`src/rtl/mux_nway_arb.sv`:
```
// Arbitrating N-way registered mux: round-robin or fixed-priority grant into a single output register.
// Latency 1 cycle; inputs stall (in_ready=0) only while the held word is not being drained.
module mux_nway_arb #(
  parameter int WIDTH = 16,
  parameter int N     = 8,
  parameter int MODE  = 0
) (
  input  logic                   clk,
  input  logic                   rst_n,
  input  logic [N*WIDTH-1:0]     in_data,
  input  logic [N-1:0]           in_valid,
  output logic [N-1:0]           in_ready,
  output logic [WIDTH-1:0]       out_data,
  output logic                   out_valid,
  input  logic                   out_ready,
  output logic [$clog2(N)-1:0]   out_sel
);

  localparam int SW = $clog2(N);
  localparam logic [SW:0]   NW   = (SW+1)'(N);
  localparam logic [SW-1:0] LAST = SW'(N-1);

  logic [SW-1:0]    ptr;
  logic [SW-1:0]    base;
  logic [SW-1:0]    off;
  logic [SW-1:0]    gidx;
  logic [SW-1:0]    ptr_nxt;
  logic [2*N-2:0]   dbl;
  logic [N-1:0]     rot;
  logic [SW:0]      sum;
  logic             found;
  logic             load;
  logic [WIDTH-1:0] gnt_dat;

  always_comb begin
    // No accepts while reset is asserted, so producers never see a lost handshake.
    load  = rst_n & (~out_valid | out_ready);
    base  = (MODE == 0) ? ptr : '0;
    // Doubled request vector: a single part-select rotates the search to start at base.
    dbl   = {in_valid[N-2:0], in_valid};
    rot   = dbl[base +: N];
    found = |in_valid;
    off   = '0;
    for (int i = N-1; i >= 0; i--) begin
      if (rot[i]) off = SW'(i);
    end
    sum = {1'b0, base} + {1'b0, off};
    if (sum >= NW) sum = sum - NW;
    gidx    = sum[SW-1:0];
    ptr_nxt = (gidx == LAST) ? '0 : gidx + SW'(1);
    gnt_dat = in_data[gidx*WIDTH +: WIDTH];
    in_ready = '0;
    if (load && found) in_ready[gidx] = 1'b1;
  end

  always_ff @(posedge clk or negedge rst_n) begin
    if (!rst_n) begin
      out_valid <= 1'b0;
      out_data  <= '0;
      out_sel   <= '0;
      ptr       <= '0;
    end else if (load) begin
      if (found) begin
        out_data  <= gnt_dat;
        out_sel   <= gidx;
        out_valid <= 1'b1;
        if (MODE == 0) ptr <= ptr_nxt;
      end else begin
        out_valid <= 1'b0;
      end
    end
  end

endmodule
```
`config.mk`:
```
export PLATFORM = sky130hd
export DESIGN_NAME = mux_nway_arb
export DESIGN_NICKNAME = d
export VERILOG_FILES = /design/src/rtl/mux_nway_arb.sv
export SDC_FILE = /design/constraint.sdc
export NUM_CORES = 1
export LEC_CHECK = 0
export CORE_ASPECT_RATIO = 0.9
export CORE_MARGIN = 8
export CORE_UTILIZATION = 35
export CTS_CLUSTER_DIAMETER = 40
export DETAILED_ROUTE_END_ITERATION = 12
export GPL_TIMING_DRIVEN = 0
export HOLD_SLACK_MARGIN = 0.02
export PLACE_DENSITY = 0.8
export SETUP_SLACK_MARGIN = 0.02
export SLEW_MARGIN = 30
export SYNTH_ARGS = -nofsm -noshare
export SYNTH_HDL_FRONTEND = slang
export SYNTH_SLANG_ARGS = --single-unit
```
`constraint.sdc`:
```
create_clock -name clk -period 4.42 [get_ports clk]
set_input_delay 0.442 -clock clk [delete_from_list [all_inputs] [get_ports clk]]
set_output_delay 0.442 -clock clk [all_outputs]
set_load 0.03 [all_outputs]
```
======== After elaboration in Yosys (flattened, before gate mapping) ========
Cells that the tools add are included.
storage, ports and cells
  memory bits (read-only) ................. 0
  input port bits ......................... 139
  register bits ........................... 23
  memories ................................ 0
  word-level logic and storage cells ...... 34
  latch bits .............................. 0
  bits in writable memories ............... 0
  output and inout bits ................... 28
cells by class
  multipliers ............................. 0
  order comparisons ....................... 3
  muxes and demuxes ....................... 14
  $add $sub $neg .......................... 3
  equal/unequal tests ..................... 1
  div/mod/pow operators ................... 0
  bitwise operators ....................... 3
  reduce and logical (&&, ||, !) cells .... 4
  shift operators ......................... 2
operators with widths
  kind                                                                count
  variable part select 128 x 8 -> 16 bit                              1
  2-to-1 mux 3 bit                                                    10
  variable part select 15 x 4 -> 8 bit                                1
  2-to-1 mux 8 bit                                                    1
  OR reduction 8 bit                                                  1
  adder 3 x 3 -> 4 bit                                                1
  greater-or-equal comparator 4 bit (second input constant)           1
  less-than comparator 3 x 4 -> 1 bit (second input constant)         1
  adder 3 x 1 -> 3 bit (second input constant)                        1
  demux 1 bit (select 3 bit)                                          1
  equality test 3 bit (second input constant)                         1
  greater-or-equal comparator 3 x 1 -> 1 bit (second input constant)  1
  subtractor 3 x 1 -> 3 bit (second input constant)                   1
  logical AND 1 bit                                                   2
  2-to-1 mux 1 bit                                                    2
  AND reduction 2 bit                                                 1
  AND 1 bit                                                           1
  NOT 1 bit                                                           1
  bitwise OR 1 bit                                                    1

======== Depth between registers and ports, before layout ========
  word-level depth ........................ 17
  depth in mapped cells ................... 16
  gate-level depth less buffers ........... 14

======== Least setup slack after synthesis ========
OpenSTA, ideal clock, no wires.
  path kind ............................... register to output
  from .................................... register ptr[1] (netlist: base[1])
  to ...................................... output in_ready[5]
  cell stages (with the launch flop) ...... 16
  data arrival time ....................... 4221 ps
  setup slack ............................. -243 ps
  data required time ...................... 3978 ps
  path buffers ............................ 4
  path through ............................ dfrtp_1 > buf_4 > buf_2 > buf_1 > a211oi_1 > a211oi_1 > o31ai_1 > a211oi_1 > a2111oi_0 > o32ai_1 > ha_1 > fa_1 > xnor2_1 > xnor2_1 > buf_2 > nor3b_1
between the ends
  longest elaborated chain between the ends .. 17
ends and longest elaborated chain
  element                                                                                                                         RTL line  text
  start: declaration                                                                                                              23        logic [SW-1:0] ptr;
  start signal: assignment                                                                                                        67        if (MODE == 0) ptr <= ptr_nxt;
  variable part select 15 x 4 -> 8 bit                                                                                            41        rot = dbl[base +: N];
  2-to-1 mux 3 bit (8 in a row)                                                                                                   45        if (rot[i]) off = SW'(i);
  adder 3 x 3 -> 4 bit (*)                                                                                                        47        sum = {1'b0, base} + {1'b0, off};
  greater-or-equal comparator 4 bit / subtractor 3 x 1 -> 3 bit (equally long branches)                                           48        if (sum >= NW) sum = sum - NW;
  2-to-1 mux 3 bit (*)                                                                                                            48
  less-than comparator 3 x 4 -> 1 bit (implied by the code) / greater-or-equal comparator 3 x 1 -> 1 bit (equally long branches)  53        if (load && found) in_ready[gidx] = 1'b1;
  logical AND 1 bit (implied by the code)                                                                                         53
  2-to-1 mux 1 bit (implied by the code)                                                                                          53
  demux 1 bit (select 3 bit) (*)                                                                                                  53
  2-to-1 mux 8 bit (*)                                                                                                            53
  end: declaration                                                                                                                12        output logic [N-1:0] in_ready,
Every way passes the cells marked *; elsewhere a longest branch is shown, timed or not.

======== Worst setup path in the final report ========
  from .................................... register ptr[0] (netlist: base[0])
  to ...................................... output in_ready[0]
between the ends
  longest elaborated chain between the ends .. 17
ends and longest elaborated chain
  element                                                                                                                         RTL line  text
  variable part select 15 x 4 -> 8 bit                                                                                            41
  2-to-1 mux 3 bit (8 in a row)                                                                                                   45
  adder 3 x 3 -> 4 bit (*)                                                                                                        47
  greater-or-equal comparator 4 bit / subtractor 3 x 1 -> 3 bit (equally long branches)                                           48
  2-to-1 mux 3 bit (*)                                                                                                            48
  via sum[1]                                                                                                                      30        logic [SW:0] sum;
  less-than comparator 3 x 4 -> 1 bit (implied by the code) / greater-or-equal comparator 3 x 1 -> 1 bit (equally long branches)  53
  logical AND 1 bit (implied by the code)                                                                                         53
  2-to-1 mux 1 bit (implied by the code)                                                                                          53
  demux 1 bit (select 3 bit) (*)                                                                                                  53
  2-to-1 mux 8 bit (*)                                                                                                            53
Mark *: on every way through the listed nets, which the timed path passes. The rest lies on a longest branch.

==> summary.txt <==
initial antenna violation count: 0
Critical Path Start Type: flop
Worst IR Drop VDD: 0.750 mV
Sink Count: 23
RSZ-0062 raised after global routing: yes
Max Slew Vio Count: 0
Wirelength per Cell: 21.6 µm
fin crit period: 4230 ps
Crit-path slowest cell: fa_2
Antenna diodes: 0
delay of the slowest critical-path stage: 470 ps
area of the mapped netlist: 2750 µm²
layout cells sized above 1: 28.2%
crit share post-route: 95.7%
largest net degree at the start of global routing: 26
die width: 110 µm
most common cell in the netlist: nor2_1
Pleak: 1.76 nW
drt first pass iters: 4
Die H: 100 µm
number of I/O pins: 167
relative slew slack: 51.3%
hold crit path type: in2async
Max Fclk: 236 MHz
post-synthesis sequential area ratio: 20.9%
Post-CTS Hold Fix Bufs: 0
Rows: 30
placed wire-length estimate: 9680 µm
Nets: 583
Final Hold Fails: 0
DRC violations left: 0
CTS max path bufs: 2
Initial Utilization: 36.3%
area share of the largest cell type after synthesis: 32.7%
CTS Buf Count: 3
TritonCTS clock tree: yes
run status: finished clean
area grow syn2layout: 69.6%
Min Hold Slack: 159 ps
ranking of synthesized cells by area: mux4_2, dfrtp_1, a211oi_2
dpl cells: 527
H-tree levels: 1
kind of critical path: reg2out
Clock Tree Root: clkbuf_8
largest area contributor in the netlist: mux4_2
Final Instance Count excl. Fillers: 536
total wire length: 11600 µm
yosys warns: 0
vias per cell: 5.54
critical-path cell list: buf_2 -> buf_4 -> a221o_1 -> o221ai_1 -> o31ai_2 -> a211oi_2 -> nor3_1 -> o32ai_2 -> ha_2 -> fa_2 -> clkbuf_8 -> clkbuf_8 -> nor4_2 -> buf_4
PwrDens: 949 nW/µm²
die area: 11000 µm²
Initial DRC Count: 115
Antenna Violating Nets Remaining: 0
skew final: 3.49 ps
leading register cell type out of synthesis: dfrtp_1
GPL Wtd Cong: 0.854
CP arrival: 3790 ps
EDFF count, synth: 0
synth cell count leaders: nor2_1, mux4_2, dfrtp_1
WP data required: 3980 ps
core footprint: 7580 µm²
Buffers on Ports: 161
setup violators final: 0
Worst Tran Pin Value: 731 ps
vias in the first global route: 3262
worst skew pair latency: 270 ps
Syn Inst Count: 270
Max FO, Critical Path: 10
GRT Total Usage: 20.4%
post-synth cell types: 44
max_cap viols: 0
total congestion overflow: 0
Top delay family on crit path: compound AO/OA/AOI/OAI gates
via count: 2972
Async SR Flop Fraction: 100%
Reg clk slew, reported paths: 80 ps
first-pass GRT wire length: 17500 µm
Worst Path Buf+Inv: 5
crit end category: output port
Mean Syn Cell Area: 10.2 µm²
syn nets: 412
post-synthesis register bit count: 23
## final cells by class
type,instances,area [µm²]
Fill cell,643,2910
Multi-Input combinational cell,211,2090
Timing Repair Buffer,167,1630
Sequential cell,23,576
Buffer,28,183
Tap cell,96,120
Clock buffer,4,45.0
Inverter,7,26.3
## flip-flops by register name, summed over array words and instances, names as in the netlist
name       cells
out_data      16
out_valid      1
out_sel        3
base           3
## worst paths after layout
kind                                            to  cells after the start  slack [ps]                    from
min reg2reg                 out_sel[1]$_DFFE_PN0P_                      2         490  out_sel[1]$_DFFE_PN0P_
min in group clk            out_sel[1]$_DFFE_PN0P_                      2         490  out_sel[1]$_DFFE_PN0P_
min                        out_data[5]$_DFFE_PN0P_                      1         160                   rst_n
max reg2reg                out_data[6]$_DFFE_PN0P_                     14         290     base[1]$_DFFE_PN0P_
max in group asynchronous      base[2]$_DFFE_PN0P_                      1        3890                   rst_n
max                                    in_ready[0]                     14         190     base[0]$_DFFE_PN0P_
## kinds of logic after synthesis
family	after synthesis	share of synthesized area (%)
adders and majority gates	3	1.64
AOI/OAI and AO/OA	50	15.9
and+or+nand+nor	108	19.8
DFF	23	20.9
muxes	45	34.6
xor gates and xnor gates	5	1.59
buffers and inverters	36	5.59
## where the power goes
part	total [mW]	internal [mW]	leakage (nW)	switching [mW]
Clock	0.134	0.0645	0.0228	0.0695
Combinational	3.91	1.92	1.48	2.00
Sequential	0.384	0.321	0.259	0.0637
Total	4.43	2.30	1.76	2.13
## layer usage
metal | vias up | routed length [µm] | global-route usage (%) | part of all wire (%)
met4 | 0 | 133 | 4.36 | 1.1
met2 | 112 | 6350 | 36.1 | 55
met3 | 8 | 644 | 4.04 | 5.6
met5 | - | 0 | 0 | 0
met1 | 1488 | 4440 | 24.8 | 38
li1 | 1364 | - | - | -
## worst reg2reg max path, stage by stage (launching register included)
cell,delay (ps)
dfrtp_1,410
buf_8,170
buf_4,180
a211oi_1,210
a211oi_1,90
o31ai_2,250
a211oi_2,130
a2111oi_2,370
o32ai_2,160
ha_2,210
fa_2,570
clkbuf_1,580
mux4_2,420
nor2_1,170
a211oi_2,90
## per-stage QoR
stage / setup WS [ps] / instance area [µm²] / TNS (ps) / total power [mW] / util (%)
floorplan: 25.5 / 2770 / 0 / 3.04 / -
global placement: -1220 / 4500 / -19100 / 3.95 / 59.4
detailed placement: -1330 / 4500 / -21980 / 4.01 / 59.3
CTS: 55.3 / 4630 / 0 / 4.41 / 61.1
global route: -9.93 / 4670 / -9.93 / 4.71 / 61.6
finish: 188 / 4670 / 0 / 4.43 / 61.6
## placed cells by master (no fill, tap or decap), types with 4 or more instances in the layout
cell type | Yosys | layout
a211oi_2 | 15 | 16
a21oi_1 | 8 | 8
buf_2 | 9 | 14
buf_4 | 2 | 15
clkbuf_1 | 15 | 9
clkbuf_8 | 0 | 6
clkdlybuf4s50_1 | 0 | 149
dfrtp_1 | 23 | 23
inv_1 | 6 | 6
mux2i_1 | 4 | 4
mux4_2 | 40 | 40
nand2_1 | 22 | 22
nor2_1 | 49 | 48
nor2b_1 | 6 | 4
nor3_1 | 9 | 8
nor3_2 | 13 | 14
o21ai_0 | 5 | 5
## what timing repair did
action,CTS,global route
resized for setup,74,11
endpoints found under the setup margin,29,24
buffers inserted,4,2
pin swaps,5,4
No activity file was read; power rests on OpenSTA's default activity.
==> variant: new RTL, same settings <==
Make the reset (`rst_n`) synchronous in one clocked block.
--- a/src/rtl/mux_nway_arb.sv
+++ b/src/rtl/mux_nway_arb.sv
@@ -54,5 +54,5 @@
   end
 
-  always_ff @(posedge clk or negedge rst_n) begin
+  always_ff @(posedge clk) begin
     if (!rst_n) begin
       out_valid <= 1'b0;
Formal check against the unedited RTL: differs if rst_n is asserted again (counterexample within 4 cycles, from zero or initial values and one cycle with rst_n low); with rst_n held inactive, the same outputs for 10 cycles.
==> variant against the unedited design <==
  * Clock skew grew 0.0019 ns
  * Power grew 26%
  * Worst setup slack lost 0.077 ns
  * Sequential share of layout area shrank 3.7 points
  * Critical path depth grew 1
  * Area after synthesis grew 23%
  * Highest routed layer unchanged
  * Count of clock-buffer cells in the layout is the same
  * Sequential cell count is the same
  * Wire length grew 27%
  * Design area grew 16%
==> variant: results (changes against the unedited design) <==
{| class="wikitable"
! Metric !! Value
|-
| Maximum number of pins on one net before global-route repair || 13 (was 26)
|-
| Number of vias after detailed routing || 4328 (was 2972)
|-
| Routed wire length || 14730 um (was 11570 um)
|-
| Placed cell count || 718 (was 527)
|-
| Detail Placement HPWL || 11570 um (was 9682 um)
|-
| Commonest cells in the synthesized netlist || sky130_fd_sc_hd__nor2_1, sky130_fd_sc_hd__nand2_1, sky130_fd_sc_hd__mux2i_1 (was sky130_fd_sc_hd__nor2_1, sky130_fd_sc_hd__mux4_2, sky130_fd_sc_hd__dfrtp_1)
|-
| Number of nets in the layout || 745 (was 583)
|-
| Top_reg_cell synth || sky130_fd_sc_hd__dfxtp_1 (was sky130_fd_sc_hd__dfrtp_1)
|-
| Type of the worst min-delay path || reg -> reg (was in -> async)
|-
| Total area of sequential cells || 466.7 um2 (was 575.6 um2)
|-
| Sequential share of the synthesized area || 0.1356 (was 0.2090)
|-
| Net count after synthesis || 577 (was 412)
|-
| Static power due to leakage || 2.044 nW (was 1.761 nW)
|-
| Maximum clock skew at final layout || 0.005372 ns (was 0.003490 ns)
|-
| Drt initial violations || 433 (was 115)
|-
| Worst IR drop on VDD || 0.7868 mV (was 0.7505 mV)
|-
| Fraction of final layout cells sized beyond drive strength 1 || 0.2010 (was 0.2818)
|-
| Port-buffer cells || 157 (was 161)
|-
| Top cells by area, synth || sky130_fd_sc_hd__dfxtp_1, sky130_fd_sc_hd__mux4_2, sky130_fd_sc_hd__mux2i_1, sky130_fd_sc_hd__mux2_2, sky130_fd_sc_hd__nor2_1 (was sky130_fd_sc_hd__mux4_2, sky130_fd_sc_hd__dfrtp_1, sky130_fd_sc_hd__a211oi_2, sky130_fd_sc_hd__nor2_1, sky130_fd_sc_hd__nor3_2)
|-
| Global-route total usage across every layer || 0.2021 (was 0.2042)
|-
| Mean number of vias per cell || 5.945 (was 5.545)
|-
| Worst Max-Slew Pin Slew || 0.6548 ns (was 0.7307 ns)
|-
| Asr flop ratio synth || 0 (was 1.000)
|-
| Largest stage delay on the critical path || 0.63 ns (was 0.47 ns)
|-
| Run status || finished, final reports clean (unchanged)
|-
| Arrival time worst endpoint || 4.48 ns (was 3.79 ns)
|-
| Pre-antenna DRT Iters || 6 (was 4)
|-
| Distinct cells, synth || 48 (was 44)
|-
| First-pass GRT wire length || 21860 um (was 17450 um)
|}
variant: changes by cell type after synthesis, moves of 15 or more:
cell,unedited run,this run
sky130_fd_sc_hd__or3_1,0,16
sky130_fd_sc_hd__a31oi_1,1,19
sky130_fd_sc_hd__a211oi_2,15,0
sky130_fd_sc_hd__dfrtp_1,23,0
sky130_fd_sc_hd__mux4_2,40,19
sky130_fd_sc_hd__o21ai_0,5,34
sky130_fd_sc_hd__mux2_2,1,18
sky130_fd_sc_hd__nand2_1,22,42
sky130_fd_sc_hd__nor3_1,9,24
sky130_fd_sc_hd__a311o_1,0,16
sky130_fd_sc_hd__nand3_1,1,20
sky130_fd_sc_hd__dfxtp_1,0,23
sky130_fd_sc_hd__mux2i_1,4,40
variant: where the power goes:
part / internal, mW / switching, mW
sequential: 0.297 / 0.0524
combinational: 2.33 / 2.77
clock: 0.0648 / 0.0765
total: 2.70 / 2.90
variant: repair_timing:
action / CTS / global route
endpoints found under the setup margin: 24 / 24
setup buffers: 0 / 5
gates resized for setup: 86 / 42
pin swaps: 0 / 5
cloned: 0 / 1
variant: cell type report:
class                           instances  area share
Multi-Input combinational cell        358      0.5183
Timing Repair Buffer                  163      0.2948
Sequential cell                        23     0.08604
Buffer                                 47     0.05859
Tap cell                              126     0.02907
Clock buffer                            4    0.008305
Inverter                                7    0.004844
variant: cell families (layout without fill, tap and decap cells):
family / Yosys count / after routing / synth area share
AND/OR/NAND/NOR: 180 / 180 / 0.2624
AO/OA/AOI/OAI: 94 / 94 / 0.1909
multiplexers: 77 / 77 / 0.3036
buffers and inverters: 54 / 221 / 0.07443
flip-flops: 23 / 23 / 0.1356
XOR/XNOR: 4 / 4 / 0.01990
adder cells (fa/ha/maj): 3 / 3 / 0.01326
variant: metal layers:
layer / GRT usage / part of all wire
met1: 0.2488 / 0.40
met2: 0.3515 / 0.50
met3: 0.04825 / 0.081
met4: 0.04809 / 0.022
met5: 0 / 0
variant: worst paths after layout:
path	slack, ns	to
worst max register to register	0.11	out_data[1]
worst min register to register	0.49	out_sel[2]
worst max-delay path	0.11	out_data[1]
worst min-delay path	0.49	out_sel[2]
variant: per-stage QoR:
stage          power, mW  TNS (ns)
6_report           5.599         0
3_3_place_gp       4.607    -16.05
5_1_grt            5.914  -0.01417
4_1_cts            5.114         0
2_1_floorplan      3.564         0
3_5_place_dp       4.723    -21.10
variant: critical path: cells and delay by family, from the launching register on:
family,cells,cell delay (ns)
AO/OA/AOI/OAI,5,1.33
multiplexers,3,0.98
adder cells (fa/ha/maj),2,0.83
buffers and inverters,4,0.61
flip-flops,1,0.38
AND/OR/NAND/NOR,1,0.08
